[config.mk]
export PLATFORM = sky130hd
export DESIGN_NAME = data_island_packet_assembler_flat
export DESIGN_NICKNAME = d
export VERILOG_FILES = /design/src/rtl/data_island_packet_assembler_if.sv /design/src/rtl/data_island_packet_assembler.sv /design/src/flat_wrapper.sv
export SDC_FILE = /design/constraint.sdc
export NUM_CORES = 1
export LEC_CHECK = 0
export CORE_ASPECT_RATIO = 1.75
export CORE_MARGIN = 5
export CORE_UTILIZATION = 64
export DETAILED_ROUTE_END_ITERATION = 16
export DONT_BUFFER_PORTS = 1
export PLACE_DENSITY = 0.82
export SKIP_LAST_GASP = 1
export SYNTH_ARGS = -nofsm -noshare
export SYNTH_HDL_FRONTEND = slang
export SYNTH_SLANG_ARGS = --single-unit
[constraint.sdc]
create_clock -name clk_pixel -period 3.45 [get_ports clk_pixel]
set_input_delay 0.69 -clock clk_pixel [delete_from_list [all_inputs] [get_ports clk_pixel]]
set_output_delay 0.69 -clock clk_pixel [all_outputs]
set_load 0.03 [all_outputs]
[src/rtl/data_island_packet_assembler_if.sv]
// ----------------------------------------------------------------------------
// data_island_packet_assembler_if
//
// Purpose:
//   Groups the data-island timing strobes, the picker's packet contents and
//   the assembler's serialised output into one bundle.
//
// Signals:
//   data_island_next      1    pulse on the cycle before the island starts
//   data_island_period    1    high on every data-island payload cycle
//   header                24   packet header from the picker
//   sub                   224  {sub3, sub2, sub1, sub0}, 56 bits each
//   packet_enable         1    request to the picker for the next packet
//   packet_pixel_counter  5    slot position 0..31
//   packet_data           9    {sub odd bits, sub even bits, header bit}
//
// Modports:
//   master  timing source / picker side (drives strobes and packet contents)
//   slave   assembler side (drives enable, counter and serial data)
// ----------------------------------------------------------------------------
interface data_island_packet_assembler_if;

  logic         data_island_next;
  logic         data_island_period;
  logic [23:0]  header;
  logic [223:0] sub;
  logic         packet_enable;
  logic [4:0]   packet_pixel_counter;
  logic [8:0]   packet_data;

  modport master (
    output data_island_next,
    output data_island_period,
    output header,
    output sub,
    input  packet_enable,
    input  packet_pixel_counter,
    input  packet_data
  );

  modport slave (
    input  data_island_next,
    input  data_island_period,
    input  header,
    input  sub,
    output packet_enable,
    output packet_pixel_counter,
    output packet_data
  );

endinterface

[src/rtl/data_island_packet_assembler.sv]
// ----------------------------------------------------------------------------
// data_island_packet_assembler
//
// Purpose:
//   Sits downstream of the packet picker in the HDMI data-island path. Owns
//   the 32-cycle packet slot counter, requests the next packet from the
//   picker, and serialises the 24-bit header plus four 56-bit subpackets with
//   their BCH(32,24) / BCH(64,56) parity, 9 bits per pixel clock, towards the
//   TERC4 data-island encoders.
//
// Parameters:
//   BCH_POLY   feedback mask for the LSB-first serial BCH update
//
// Ports:
//   clk_pixel  in   pixel clock, the only clock
//   reset      in   synchronous, active-high
//   bus        slave modport of data_island_packet_assembler_if
//                (strobes and packet contents in; packet_enable,
//                 packet_pixel_counter and packet_data out)
// ----------------------------------------------------------------------------
module data_island_packet_assembler #(
  parameter logic [7:0] BCH_POLY = 8'h83
) (
  input  logic                                clk_pixel,
  input  logic                                reset,
  data_island_packet_assembler_if.slave       bus
);

  // One serial BCH step: shift the remainder right and fold in the feedback
  // polynomial when the outgoing remainder bit disagrees with the data bit.
  function automatic logic [7:0] bchStep(input logic [7:0] ecc, input logic dataBit);
    logic [7:0] feedback;
    feedback = (ecc[0] ^ dataBit) ? BCH_POLY : 8'h00;
    return (ecc >> 1) ^ feedback;
  endfunction

  logic [4:0]       counter_q, counter_d;
  logic [23:0]      hdrHold_q, hdrHold_d;
  logic [223:0]     subHold_q, subHold_d;
  logic [7:0]       hdrEcc_q, hdrEcc_d;
  logic [3:0][7:0]  subEcc_q, subEcc_d;

  logic             slotStart;
  logic [23:0]      hdrCur;
  logic [3:0][55:0] subCur;
  logic [5:0]       evenIdx;
  logic [5:0]       oddIdx;
  logic [55:0]      laneNext;
  logic [7:0]       eccSeed;
  logic [55:0]      laneOut;
  logic             hdrOut;
  logic [3:0]       evenOut;
  logic [3:0]       oddOut;
  logic [8:0]       packetData;

  // At slot position 0 the picker's outputs are consumed live (they are only
  // captured into the hold registers on that same edge); every later position
  // works from the hold registers so the picker is free to move on.
  assign slotStart = (counter_q == 5'd0);
  assign hdrCur    = slotStart ? bus.header : hdrHold_q;
  assign subCur    = slotStart ? bus.sub    : subHold_q;
  assign evenIdx   = {counter_q, 1'b0};
  assign oddIdx    = {counter_q, 1'b1};

  // Next-state logic: the slot counter runs only inside the island and is
  // forced to 0 outside it, which also abandons a partially sent packet.
  // Parity remainders restart from zero at position 0 so packets never share
  // ECC state, and freeze once their data bits have all been absorbed.
  always_comb begin
    counter_d = counter_q;
    hdrHold_d = hdrHold_q;
    subHold_d = subHold_q;
    hdrEcc_d  = hdrEcc_q;
    subEcc_d  = subEcc_q;
    laneNext  = '0;
    eccSeed   = '0;

    if (bus.data_island_period) begin
      counter_d = counter_q + 5'd1;

      if (slotStart) begin
        hdrHold_d = bus.header;
        subHold_d = bus.sub;
      end

      if (counter_q < 5'd24) begin
        hdrEcc_d = bchStep(slotStart ? 8'h00 : hdrEcc_q, hdrCur[counter_q]);
      end

      if (counter_q < 5'd28) begin
        for (int k = 0; k < 4; k++) begin
          laneNext = subCur[2'(k)];
          eccSeed  = slotStart ? 8'h00 : subEcc_q[2'(k)];
          subEcc_d[2'(k)] = bchStep(bchStep(eccSeed, laneNext[evenIdx]), laneNext[oddIdx]);
        end
      end
    end else begin
      counter_d = 5'd0;
    end
  end

  // State registers with synchronous reset back to an all-zero idle state.
  always_ff @(posedge clk_pixel) begin
    if (reset) begin
      counter_q <= '0;
      hdrHold_q <= '0;
      subHold_q <= '0;
      hdrEcc_q  <= '0;
      subEcc_q  <= '0;
    end else begin
      counter_q <= counter_d;
      hdrHold_q <= hdrHold_d;
      subHold_q <= subHold_d;
      hdrEcc_q  <= hdrEcc_d;
      subEcc_q  <= subEcc_d;
    end
  end

  // Output serialiser: data bits first, then parity. Parity positions reuse
  // the low counter bits directly, since 24..31 minus 24 equals counter[2:0]
  // and 28..31 minus 28 equals counter[1:0].
  always_comb begin
    hdrOut     = 1'b0;
    evenOut    = '0;
    oddOut     = '0;
    laneOut    = '0;
    packetData = '0;

    if (bus.data_island_period) begin
      hdrOut = (counter_q < 5'd24) ? hdrCur[counter_q] : hdrEcc_q[counter_q[2:0]];

      for (int k = 0; k < 4; k++) begin
        laneOut = subCur[2'(k)];
        if (counter_q < 5'd28) begin
          evenOut[2'(k)] = laneOut[evenIdx];
          oddOut[2'(k)]  = laneOut[oddIdx];
        end else begin
          evenOut[2'(k)] = subEcc_q[2'(k)][{counter_q[1:0], 1'b0}];
          oddOut[2'(k)]  = subEcc_q[2'(k)][{counter_q[1:0], 1'b1}];
        end
      end

      packetData = {oddOut, evenOut, hdrOut};
    end
  end

  assign bus.packet_enable        = bus.data_island_next |
                                    (bus.data_island_period & (counter_q == 5'd31));
  assign bus.packet_pixel_counter = counter_q;
  assign bus.packet_data          = packetData;

  // The island request pulse must precede the island, never overlap it.
  assert property (@(posedge clk_pixel) disable iff (reset)
                   !(bus.data_island_next && bus.data_island_period));

endmodule

[src/flat_wrapper.sv]
// flat-port wrapper written by rule: the top's interface ports become plain ports
module data_island_packet_assembler_flat 
#(
  parameter logic [7:0] BCH_POLY = 8'h83
)
  (clk_pixel, reset, bus_data_island_next, bus_data_island_period, bus_header, bus_sub, bus_packet_enable, bus_packet_pixel_counter, bus_packet_data);
  data_island_packet_assembler_if bus_i ();
  input  logic clk_pixel;
  input  logic reset;
  input wire logic [$bits(bus_i.data_island_next)-1:0] bus_data_island_next;
  input wire logic [$bits(bus_i.data_island_period)-1:0] bus_data_island_period;
  input wire logic [$bits(bus_i.header)-1:0] bus_header;
  input wire logic [$bits(bus_i.sub)-1:0] bus_sub;
  output wire logic [$bits(bus_i.packet_enable)-1:0] bus_packet_enable;
  output wire logic [$bits(bus_i.packet_pixel_counter)-1:0] bus_packet_pixel_counter;
  output wire logic [$bits(bus_i.packet_data)-1:0] bus_packet_data;
  assign bus_i.data_island_next = bus_data_island_next;
  assign bus_i.data_island_period = bus_data_island_period;
  assign bus_i.header = bus_header;
  assign bus_i.sub = bus_sub;
  assign bus_packet_enable = bus_i.packet_enable;
  assign bus_packet_pixel_counter = bus_i.packet_pixel_counter;
  assign bus_packet_data = bus_i.packet_data;
  data_island_packet_assembler #(.BCH_POLY(BCH_POLY)) u_core (.clk_pixel(clk_pixel), .reset(reset), .bus(bus_i));
endmodule
# --- Word-level counts from Yosys, hierarchy flattened ---
# Index checks and enable logic that the tools add are counted.
word_totals:
  input_bits: 252
  output_inout_bits: 15
  wordCells: 69
  reg_bits: 165
classes:
  n_eq_ne: 1
  n_addsub: 1
  n_reduce_logical: 4
  muxes: 36
  bitwise: 13
  n_lt_le_gt_ge: 8
ops:
  columns: ["cell", "count"]
  rows:
  - ["112-bit 2-to-1 mux", 1]
  - ["8-bit 2-to-1 mux", 8]
  - ["7-bit by 8-bit XOR with 8-bit output", 5]
  - ["1-bit binary-select mux with 5-bit select", 5]
  - ["24-bit 2-to-1 mux", 1]
  - ["1-bit 2-to-1 mux", 15]
  - ["6-bit by 7-bit < comparator with 1-bit output, second input constant", 2]
  - ["3-bit by 4-bit < comparator with 1-bit output, second input constant", 3]
  - ["5-bit < comparator, second input constant", 2]
  - ["1-bit binary-select mux with 2-bit select", 4]
  - ["7-bit 2-to-1 mux", 1]
  - ["5-bit by 6-bit < comparator with 1-bit output, second input constant", 1]
  - ["5-bit by 1-bit adder with 5-bit output, second input constant", 1]
  - ["5-bit equality test, second input constant", 1]
  - ["5-bit logical NOT", 1]
  - ["1-bit XOR", 5]
  - ["2-bit AND reduction", 2]
  - ["1-bit binary-select mux with 3-bit select", 1]
  - ["2-bit OR reduction", 1]
  - ["1-bit AND", 1]
  - ["1-bit inverter", 1]
  - ["1-bit OR", 1]

# --- Longest topological paths before layout ---
logic_depth:
  depth_word: 10
  mapped_depth: 16

# --- Worst setup path after synthesis ---
# Ideal clock, no wire load.
synth_timing:
  path_kind: "reg2out"
  from: "register u_core.counter_q[1], in the netlist u_core.bus.packet_pixel_counter[1]"
  to: "output bus_packet_data[2]"
  arrival_time_ps: 3322
  path_stages_with_launch: 12
  path_slack_ps: -562
  path_cell_list: "dfxtp_1 > buf_4 > clkinv_1 > ha_1 > nor4b_2 > buf_4 > buf_6 > mux2i_1 > a221oi_1 > a221oi_1 > a311o_1 > a21boi_0"
synth_between:
  elab_chain_len: 6
  elab_cells_between_ends: 9
synth_lines:
  columns: ["item", "line_no", "text"]
  rows:
  - ["start: declaration", "data_island_packet_assembler.sv:37", "logic [4:0] counter_q, counter_d;"]
  - ["start signal: assignment", "data_island_packet_assembler.sv:111", "counter_q <= counter_d;"]
  - ["5-bit logical NOT", "data_island_packet_assembler.sv:59", "assign slotStart = (counter_q == 5'd0);"]
  - ["112-bit 2-to-1 mux", "data_island_packet_assembler.sv:61", "assign subCur = slotStart ? bus.sub : subHold_q;"]
  - ["1-bit binary-select mux with 5-bit select", "data_island_packet_assembler.sv:135", "evenOut[2'(k)] = laneOut[evenIdx];"]
  - ["1-bit 2-to-1 mux (implied by the code)", "data_island_packet_assembler.sv:135", null]
  - ["1-bit 2-to-1 mux *", "data_island_packet_assembler.sv:134", "if (counter_q < 5'd28) begin"]
  - ["7-bit 2-to-1 mux *", "data_island_packet_assembler.sv:129", "if (bus.data_island_period) begin"]
  - ["end: declaration", "flat_wrapper.sv:16", "output wire logic [$bits(bus_i.packet_data)-1:0] bus_packet_data;"]
# Mark *: on every way between the ends. The rest lies on a longest branch, timed or not. The select of a mux whose other input is x is not followed.

# --- Worst setup path in the final report ---
layout_timing:
  from: "register u_core.counter_q[1], in the netlist u_core.bus.packet_pixel_counter[1]"
  to: "output bus_packet_data[1]"
# The elaborated chain is that of the path after synthesis.

==> impl_metrics.json <==
{
  "worst_pin_slew_ns": 0.759,
  "initial_core_util_pct": 65.1,
  "cp_data_arrival_time_ns": 2.93,
  "post-dp-hpwl_mm": 16.7,
  "drive_gt1_share_pct": 15.9,
  "grt_first_pass_wirelength_mm": 41.1,
  "multi_input_area_um2": 4840,
  "grt_pass1_vias": 7946,
  "vias_per_cell": 6.29,
  "synth_seq_area_share_pct": 39.4,
  "period_needed_ns": 3.62,
  "crit_fanout": 7,
  "num_rows": 55,
  "fin_ws_ns": -0.170,
  "via_count": 8143,
  "io_buffers": 0,
  "clkSinkCount": 165,
  "cp_cell_sequence": "clkinv_2, ha_4, nor4b_4, buf_6, buf_12, buf_12, buf_6, mux2i_2, a32oi_1, a31oi_1, nor2_1, a21oi_2, a21boi_2, buf_6",
  "core-area_um2": 12900,
  "maxSlewViolCount": 0,
  "synth-edff-count": 0,
  "nets": 1365,
  "post_drt_wl_per_cell_um": 20.4,
  "dieArea_um2": 15600,
  "cpMostUsedCell": "buf_6",
  "synthDistinctLibCells": 62,
  "worst_hold_path_type": "in -> reg",
  "htreeDepth": 4,
  "cts_buffers": 17,
  "area_growth_syn_to_layout_pct": 16.8,
  "overflow": 0,
  "fillCellCount": 931,
  "dieHeight_um": 161,
  "clk-insertion-delay-late_ns": 0.43,
  "p_per_area_nw_per_um2": 483,
  "synth_top_area_cell": "dfxtp_1",
  "finalClockSkew_ns": 0.0119,
  "drc": 0,
  "endpoint_kind": "output pin",
  "pre_cts_ws_ns": 0.0763,
  "ys_warn_count": 0,
  "ys_top_cells_by_area": "dfxtp_1 39%, nand2_1 18%, a21oi_1 9.6%",
  "netlist_area_um2": 8380,
  "worst_setup_path_start_kind": "flip-flop",
  "max_freq_mhz": 276,
  "status": "complete, but fails checks",
  "n_antenna_cell": 0,
  "p_leak_uw": 0.00374,
  "syn_area_per_cell_um2": 7.58,
  "tritoncts": "done",
  "hold_viol_final": 0,
  "synth_top_area_share_pct": 39.4,
  "register_area_um2": 3310,
  "cp_top_family": "buffers and inverters",
  "peakVddDrop_mv": 0.387,
  "ys_async_sr_fraction_pct": 0,
  "clk_path_buf_depth": 2,
  "grt_max_degree": 164,
  "slowest_delay_ns": 0.33,
  "synthFlopType": "dfxtp_1",
  "drtIter0Drc": 982,
  "io_pins": 267,
  "totalWireLength_mm": 26.4,
  "cp_num_buf_inv": 6,
  "violations": "setup timing",
  "cap_violations": 0,
  "crit_path_top_delay_cell": "dfxtp_2",
  "cts_hold_buf": 0,
  "grt_usage_pct": 34.2,
  "slew_headroom_pct": 49.4,
  "gp_congestion": 0.852,
  "fin_setup_tns_ns": -0.613,
  "cts.clk_slew.worst_paths_ns": 0.07,
  "ant_nets": 0,
  "root_buffer": "clkbuf_16",
  "first_pass_iters": 8,
  "yosysMostFrequentCell": "nand2_1",
  "worst_ep_required_time_ns": 2.76,
  "fp.dieW_um": 96.5,
  "netlist_instances": 1105,
  "antenna_found_initial": 0,
  "synth_common_cells": "406 x nand2_1, 165 x dfxtp_1, 161 x a21oi_1",
  "rsz0062_at_grt": "yes",
  "ys_ff_latch": 165,
  "fin_crit_sh_pct": 105,
  "setup_viol": 5,
  "path_class": "reg -> out"
}
-- through the flow --
step                      total power, uW  hold slack (ns)  utilization, %  instance area [um2]  instances
after floorplan                      2670            0.431               -                 8410       1108
after global placement               2810            0.432            67.7                 8720       1246
after detailed placement             2830            0.439            67.7                 8720       1246
after CTS                            4690            0.333            75.0                 9650       1291
after global routing                 4900            0.316            76.0                 9780       1294
final                                4720            0.333            76.0                 9780       1294
-- registers in the layout, summed over array words and instances (netlist names) --
register                         flops
u_core.bus.packet_pixel_counter      5
u_core.hdrEcc_q                      8
u_core.hdrHold_q                    24
u_core.subEcc_q                     16
u_core.subHold_q                   112
-- worst paths after layout --
kind | from | endpoint | slack (ns) | cells past startpoint
max reg2reg | u_core.bus.packet_pixel_counter[1] | u_core.subEcc_q[9] | 0.30 | 17
max | u_core.bus.packet_pixel_counter[1] | bus_packet_data[1] | -0.17 | 14
min | reset | u_core.subHold_q[68] | 0.33 | 1
min reg2reg | u_core.subHold_q[27] | u_core.subHold_q[27] | 0.45 | 2
-- layer usage --
| metal | routed length, um | GRT usage, % |
|---|---|---|
| met1 | 9180 | 39.2 |
| met2 | 12700 | 54.2 |
| met3 | 2700 | 10.0 |
| met4 | 1790 | 22.0 |
| met5 | 0 | 0 |
-- cell type report --
cell class	count	share of cell area, %
Multi-Input combinational cell	843	49.5
Clock inverter	15	1.34
Timing Repair Buffer	76	8.52
Tap cell	171	2.19
Clock buffer	17	4.35
Inverter	7	0.320
Sequential cell	165	33.8
-- timing repair --
item	in CTS	in global routing
setup buffers	11	1
gates cloned	4	2
endpoints found under the setup margin	5	5
endpoints found under the hold margin	0	0
gates resized for setup	48	17
pin swaps	23	14
-- cells in the final DEF (no fill, tap or decap), types with 4 or more instances in the layout --
master | synthesis | final
a311oi_1 | 6 | 4
buf_12 | 2 | 10
a21oi_1 | 161 | 159
o21ai_0 | 14 | 10
dfxtp_1 | 165 | 163
o21ai_1 | 1 | 4
buf_4 | 9 | 51
inv_1 | 6 | 4
buf_6 | 8 | 10
a22oi_1 | 6 | 6
nand3_1 | 40 | 40
a31oi_1 | 8 | 8
nand2b_1 | 6 | 5
xnor2_1 | 11 | 11
nor2_1 | 30 | 30
nor2b_1 | 7 | 5
conb_1 | 1 | 4
a2111oi_2 | 1 | 4
nand2_1 | 406 | 404
inv_8 | 0 | 4
nor3_1 | 7 | 7
a211oi_1 | 7 | 6
xor2_1 | 5 | 5
mux2i_1 | 34 | 32
inv_6 | 0 | 7
mux4_2 | 17 | 17
clkbuf_16 | 0 | 19
nand4_1 | 4 | 4
-- power by group --
part | internal (uW) | total (uW) | switching [uW]
clock network | 954 | 1820 | 867
registers | 2020 | 2090 | 70.9
logic | 359 | 812 | 453
total | 3330 | 4720 | 1390
-- logic make-up (layout without fill, tap and decap cells) --
| logic type | Yosys count | after routing | synth area share (%) |
|---|---|---|---|
| AO/OA/AOI/OAI | 247 | 247 | 17.6 |
| XOR/XNOR | 18 | 18 | 2.06 |
| adder cells (fa/ha/maj) | 3 | 3 | 0.448 |
| buffers and inverters | 101 | 115 | 6.24 |
| flip-flops | 165 | 165 | 39.4 |
| multiplexers | 53 | 53 | 8.90 |
| other | 1 | 4 | 0.0448 |
| AND/OR/NAND/NOR | 517 | 518 | 25.2 |
Power figures use the tool's default switching activity.
